### src/rtl/fp_mul_normalizer.sv
// Post-multiply normalizer: iterative normalization, round-to-nearest-even and
// IEEE-754 single packing, using a start/done handshake.
module fp_mul_normalizer #(
  parameter int BIAS = 127
) (
  input  logic        clk,
  input  logic        rst,
  input  logic        start,
  input  logic        sign_in,
  input  logic [7:0]  exp_a,
  input  logic [7:0]  exp_b,
  input  logic [47:0] mant_prod,
  output logic [31:0] result,
  output logic        done,
  output logic        busy,
  output logic        overflow,
  output logic        underflow
);

  typedef enum logic [2:0] {IDLE, LOAD, NORM, ROUND, DONE} state_t;

  state_t             state, nxt;
  logic               sgn, sticky, zero;
  logic [7:0]         ea, eb;
  logic [47:0]        m;
  logic signed [9:0]  e;

  logic               inc, ov_c, uf_c;
  logic [24:0]        rsig;
  logic signed [9:0]  e_rnd;
  logic [22:0]        frac;

  assign busy = (state != IDLE);

  // m[46] is the hidden bit once normalized; m[23] = L, m[22] = G.
  assign inc   = m[22] & (m[23] | m[21] | (|m[20:0]) | sticky);
  assign rsig  = {1'b0, m[46:23]} + 25'(inc);
  assign e_rnd = rsig[24] ? e + 10'sd1 : e;
  assign frac  = rsig[24] ? 23'd0 : rsig[22:0];
  assign ov_c  = !zero && (e_rnd >= 10'sd255);
  assign uf_c  = !zero && (e_rnd <= 10'sd0);

  always_ff @(posedge clk) begin
    if (!rst) state <= IDLE;
    else      state <= nxt;
  end

  always_comb begin
    nxt = state;
    case (state)
      IDLE:    if (start) nxt = LOAD;
      // Zero operands still pass through ROUND to keep a fixed two-step latency.
      LOAD:    nxt = (ea == 8'd0 || eb == 8'd0 || m == 48'd0) ? ROUND : NORM;
      NORM:    if (m[47] || m[46]) nxt = ROUND;
      ROUND:   nxt = DONE;
      DONE:    nxt = IDLE;
      default: nxt = IDLE;
    endcase
  end

  always_ff @(posedge clk) begin
    if (!rst) begin
      result    <= 32'd0;
      done      <= 1'b0;
      overflow  <= 1'b0;
      underflow <= 1'b0;
      sgn       <= 1'b0;
      sticky    <= 1'b0;
      zero      <= 1'b0;
      ea        <= 8'd0;
      eb        <= 8'd0;
      m         <= 48'd0;
      e         <= 10'sd0;
    end else begin
      done <= 1'b0;
      case (state)
        IDLE: if (start) begin
          sgn       <= sign_in;
          ea        <= exp_a;
          eb        <= exp_b;
          m         <= mant_prod;
          e         <= 10'({2'b00, exp_a} + {2'b00, exp_b}) - 10'(BIAS);
          sticky    <= 1'b0;
          zero      <= 1'b0;
          overflow  <= 1'b0;
          underflow <= 1'b0;
        end
        LOAD: zero <= (ea == 8'd0 || eb == 8'd0 || m == 48'd0);
        NORM: begin
          if (m[47]) begin
            m      <= m >> 1;
            sticky <= sticky | m[0];
            e      <= e + 10'sd1;
          end else if (!m[46]) begin
            m <= m << 1;
            e <= e - 10'sd1;
          end
        end
        ROUND: begin
          done      <= 1'b1;
          overflow  <= ov_c;
          underflow <= uf_c;
          if (zero || uf_c) result <= {sgn, 31'd0};
          else if (ov_c)    result <= {sgn, 8'hFF, 23'd0};
          else              result <= {sgn, e_rnd[7:0], frac};
        end
        default: ;
      endcase
    end
  end

endmodule

### config.mk
export PLATFORM = sky130hd
export DESIGN_NAME = fp_mul_normalizer
export DESIGN_NICKNAME = d
export VERILOG_FILES = /design/src/rtl/fp_mul_normalizer.sv
export SDC_FILE = /design/constraint.sdc
export NUM_CORES = 1
export LEC_CHECK = 0
export ABC_AREA = 1
export CORE_ASPECT_RATIO = 2
export CORE_MARGIN = 1.5
export CORE_UTILIZATION = 39
export DETAILED_ROUTE_END_ITERATION = 8
export PLACE_DENSITY_LB_ADDON = 0.2
export SYNTH_ARGS = -nofsm -noshare
export SYNTH_HDL_FRONTEND = slang
export SYNTH_SLANG_ARGS = --single-unit
### constraint.sdc
create_clock -name clk -period 2.5 [get_ports clk]
set_input_delay 0.625 -clock clk [delete_from_list [all_inputs] [get_ports clk]]
set_output_delay 0.625 -clock clk [all_outputs]
set_load 0.05 [all_outputs]
## Yosys cells after proc, flatten, opt, wreduce, memory -nomap -nowiden

Cells that the tools add are included.

- Flip-flop bits (word level): 115
- Bits in latches: 0
- Memory bits (writable): 0
- Bits in read-only memories: 0
- Input bits: 68
- Word-level logic and storage cells: 78
- Memories: 0

- Add/subtract/negate cells: 5
- $mul: 0
- Divide/modulo/power cells: 0
- Order comparisons: 2
- Equal/unequal tests: 7
- Shift-type cells: 0
- Multiplexer cells: 23
- Bitwise gates (word level): 5
- Reductions and logical operators: 23

Operator list:

| operator | number |
|---|---|
| 48-bit one-hot mux with 2 select lines | 1 |
| 47-bit two-way mux | 2 |
| 31-bit two-way mux | 2 |
| 48-bit logical NOT | 1 |
| 48-bit two-way mux | 1 |
| 10-bit two-way mux | 4 |
| 24-bit by 1-bit adder with 25-bit output | 1 |
| 23-bit two-way mux | 1 |
| 21-bit OR reduction | 1 |
| 10-bit one-hot mux with 2 select lines | 1 |
| 8-bit logical NOT | 2 |
| 3-bit one-hot mux with 4 select lines | 1 |
| 10-bit by 2-bit adder with 10-bit output, second input constant | 1 |
| 10-bit by 9-bit >= comparator with 1-bit output, second input constant | 1 |
| 10-bit by 1-bit less-or-equal comparator with 1-bit output, second input constant | 1 |
| 2-bit AND reduction | 5 |
| 10-bit by 2-bit subtractor with 10-bit output, second input constant | 1 |
| 9-bit by 7-bit subtractor with 10-bit output, second input constant | 1 |
| 8-bit by 8-bit adder with 9-bit output | 1 |
| 1-bit one-hot mux with 2 select lines | 4 |
| 3-bit by 2-bit equality test with 1-bit output, second input constant | 2 |
| 3-bit two-way mux | 2 |
| 2-bit inequality test, second input constant | 3 |
| 3-bit AND reduction | 2 |
| other kinds (11) | 23 |

## Longest topological paths before layout

- Depth in word-level cells: 10
- Depth in mapped cells: 18
- Mapped depth without buffers: 18

## Worst setup path before layout

No wires, ideal clock.

- Path kind: input to register
- Start: input port exp_a[1]
- End: register e[7]
- Library setup time: 58 ps
- Data arrival time: 2,381 ps
- Required time: 2,442 ps
- Setup slack: 61 ps
- Stages: 16
- Path buffers: 0
- Path through: ha_1 -> ha_1 -> fa_1 -> nand2_1 -> nand2_1 -> nand2_1 -> nand2_1 -> nand2_1 -> nand2_1 -> a21oi_1 -> inv_1 -> nand2_1 -> nand2_1 -> o211ai_1 -> o211ai_1 -> inv_1

- Longest elaborated chain between the ends: 4

Ends and longest elaborated chain:

| what | line | RTL |
|---|---|---|
| start, declared | 10 | `input logic [7:0] exp_a,` |
| 8-bit by 8-bit adder with 9-bit output | 82 | `e <= 10'({2'b00, exp_a} + {2'b00, exp_b}) - 10'(BIAS);` |
| 9-bit by 7-bit subtractor with 10-bit output | 82 |  |
| 10-bit two-way mux | 77 | `IDLE: if (start) begin` |
| 10-bit one-hot mux with 2 select lines | 76 | `case (state)` |
| end signal, assigned | 82 |  |
| end signal, assigned | 93 | `e <= e + 10'sd1;` |
| end signal, assigned | 96 | `e <= e - 10'sd1;` |
| end, declared | 26 | `logic signed [9:0] e;` |

No other way between the ends. The select of a mux whose other input is x is not followed.
A chain may end at the register's enable or synchronous reset.

## Worst setup path in the final report

Same ends and word-level chain as after synthesis.

==> results.tsv <==
metric	value	unit
Clk Latency, worst-skew pair	410	ps
RSZ-0062 raised after global routing	no	
Die ar.	18500	um^2
core area	17300	um^2
ant diodes	0	
minimum clock period	2370	ps
power density over the cells	1050	nW/um^2
hold_buf cts	0	
Reg2Reg Depth	18	
Slowest-stage cell, CP	fa_2	
chip width	97.0	um
Final Hold Viols	0	
actual slew at the worst max-slew pin	524	ps
Post-Synthesis Cell Area	6900	um^2
Die Ht	191	um
largest net degree at the start of global routing	93	
starting density of the core	39.9	%
Worst Setup Slack, final	130	ps
initial DRC count	392	
fraction of layout cells with a size suffix above 1	15.5	%
Unique masters post-synth	47	
top_reg_cell synth	dfxtp_1	
Final Setup Violations	0	
Clock Sinks	115	
fin area	9050	um^2
fin. max-slew vios	0	
outcome	finished, final reports clean	
First-pass DRT Iterations	5	
sequential share of the synthesized area	33.4	%
flops & latches, synth	115	
Worst Path Arrival	2720	ps
critical path type	input port to flop	
remaining global-route overflow	0	
Placed Instance Area	8310	um^2
Clock Skews	7.84	ps
clock tree from TritonCTS	built	
Relative slew margins	64.8	%
Antenna Nets Post-Route	0	
drt total wl	20800	um
max_cap viols	0	
H-tree level count	4	
Syn. warnings	0	
Crit. End Element	flop	
NumNets Final	1182	
DR vias	7042	
Placer Congestion	0.883	
Post-synth ARST share	0	%
Final Cycle Share	94.8	%
clk buf depth	2	
worst path cell trace	dlygate4sd2_1, ha_1, ha_2, fa_2, nand2_2, nand2_2, nand2_1, nand2_1, nand2_1, nand2_1, a21oi_1, inv_1, nand2_1, nand2_1, o211ai_1, o211ai_1, inv_1	
TritonCTS buffer count	17	
port bufs	103	
EDFF count, synth	0	
CTS clock-pin slew for the worst setup and hold paths	50	ps
Max VDD drop	0.731	mV
Max Freq	422	MHz
Hold Path Stages	2	
synthesized area per cell	7.05	um^2
clk root buf	clkbuf_16	
Post-Place Setup Slack	-561	ps
Crit path largest cell delay	340	ps
IO Pins	104	
initial antenna violation count	0	
Synth Net Count	1066	
wire per inst	15.8	um
first-pass GRT wire length	33100	um
tightest hold margin	457	ps
HPWL after DPL	15100	um
# DRC	0	
most used cell, CP	nand2_1	
Critical Path Start Type	input port	
Hold Path Class	flop to flop	
drt via density	5.35	
Area Overhead vs Synth	31.2	%
P_leak	3.56	nW
# fillers	1705	
Cells after Synth	979	
vias in the first global route	6800	
CP Data Required Time	2860	ps
Placement Rows	68	
GR Util All Layers	22.1	%
Critical Path Fanout Max	2	
state kept, by name, summed over array words and instances, names as in the netlist, 3 cells and up:
register  flops
state         3
result       32
ea            8
m            48
e            10
eb            8
per-stage QoR:
step / util (%) / setup TNS, ps / instances / power, mW
5_1_grt: 52.4 / 0 / 1316 / 10.2
6_report: 52.4 / 0 / 1316 / 9.54
2_1_floorplan: - / 0 / 979 / 5.99
4_1_cts: 51.5 / 0 / 1309 / 9.34
3_5_place_dp: 48.1 / -2370 / 1276 / 7.04
3_3_place_gp: 48.1 / -2070 / 1276 / 7.01
where the power goes:
group / total [mW] / internal [mW] / switching (mW)
combinational: 4.46 / 1.54 / 2.92
sequential: 2.80 / 2.37 / 0.428
clock: 2.29 / 1.42 / 0.864
cells in the mapped netlist (4+ instances only):
cell type	count	area, um^2
nand4_1	14	87.6
a21oi_2	27	236
nand2_1	225	845
a21oi_1	64	320
xor2_1	18	158
a211oi_1	26	195
xnor2_1	4	35.0
o21ai_0	50	250
o211ai_1	5	37.5
nor4_1	13	81.3
clkbuf_1	41	154
nor2_1	89	334
nand3_1	37	185
ha_1	18	225
a31oi_1	10	62.6
o221ai_1	41	359
buf_2	7	35.0
nor3_1	12	60.1
dfxtp_1	115	2300
nand2_2	6	37.5
inv_1	95	357
nand3_2	21	210
layout make-up:
cell class              instances  area, um^2  share of cell area [%]
clock buffers                  20         467                    5.15
clock inverters                10        85.1                   0.940
inverters                     101         384                    4.24
multi-input cells             707        4050                    44.7
flip-flops and latches        115        2310                    25.5
well taps                     210         263                    2.90
repair buffers                153        1510                    16.6
worst paths after layout:
path | slack [ps] | from | endpoint
worst max-delay path | 130 | exp_a[1] | e[7]
worst min-delay path | 460 | sgn | sgn
worst max register to register | 200 | m[23] | result[14]
worst min register to register | 460 | sgn | sgn
per-layer routing:
metal | global-route usage (%) | vias to the layer above | part of all wire (%)
met5 | 0 | - | 0
met2 | 42.4 | 164 | 54
met3 | 3.62 | 47 | 3.7
met1 | 23.0 | 3261 | 38
li1 | - | 3570 | -
met4 | 9.92 | 0 | 3.8
cells by family (layout without fill, tap and decap cells):
| family | after synthesis | in the layout | share of synthesized area (%) |
|---|---|---|---|
| and+or+nand+nor | 428 | 430 | 28.1 |
| AOI/OAI and AO/OA | 236 | 236 | 22.5 |
| buffers and inverters | 159 | 284 | 9.67 |
| DFF | 115 | 115 | 33.4 |
| xor gates and xnor gates | 22 | 22 | 2.79 |
| adders and majority gates | 19 | 19 | 3.55 |
worst max-delay path: cells and delay by family:
kind | cells | cell delay [ps]
AOI/OAI and AO/OA | 3 | 390
adders and majority gates | 3 | 820
buffers and inverters | 3 | 370
and+or+nand+nor | 8 | 500
cell usage in the layout, fill, tap and decap left out, types with 6 or more instances in the layout:
cell type and n:
nand4_1 14, clkdlybuf4s50_1 96, a21oi_1 63, o221ai_1 41, buf_12 6, nor2_1 88
nor3_1 12, o21ai_0 50, clkbuf_16 18, inv_1 92, nor4_1 13, a211oi_1 26
inv_2 7, a31oi_1 9, nand2_1 222, dfxtp_1 112, a21oi_2 27, ha_1 12
nand2_2 9, nand3_1 36, buf_4 43, xor2_1 18, nand3_2 22
timing repair:
item                                    in CTS  in global routing
buffers inserted                             3                  4
resized for setup                            9                 21
gates cloned                                 0                  3
endpoints found under the setup margin       6                 36
pin swaps                                    5                 12
Power figures use the tool's default switching activity.
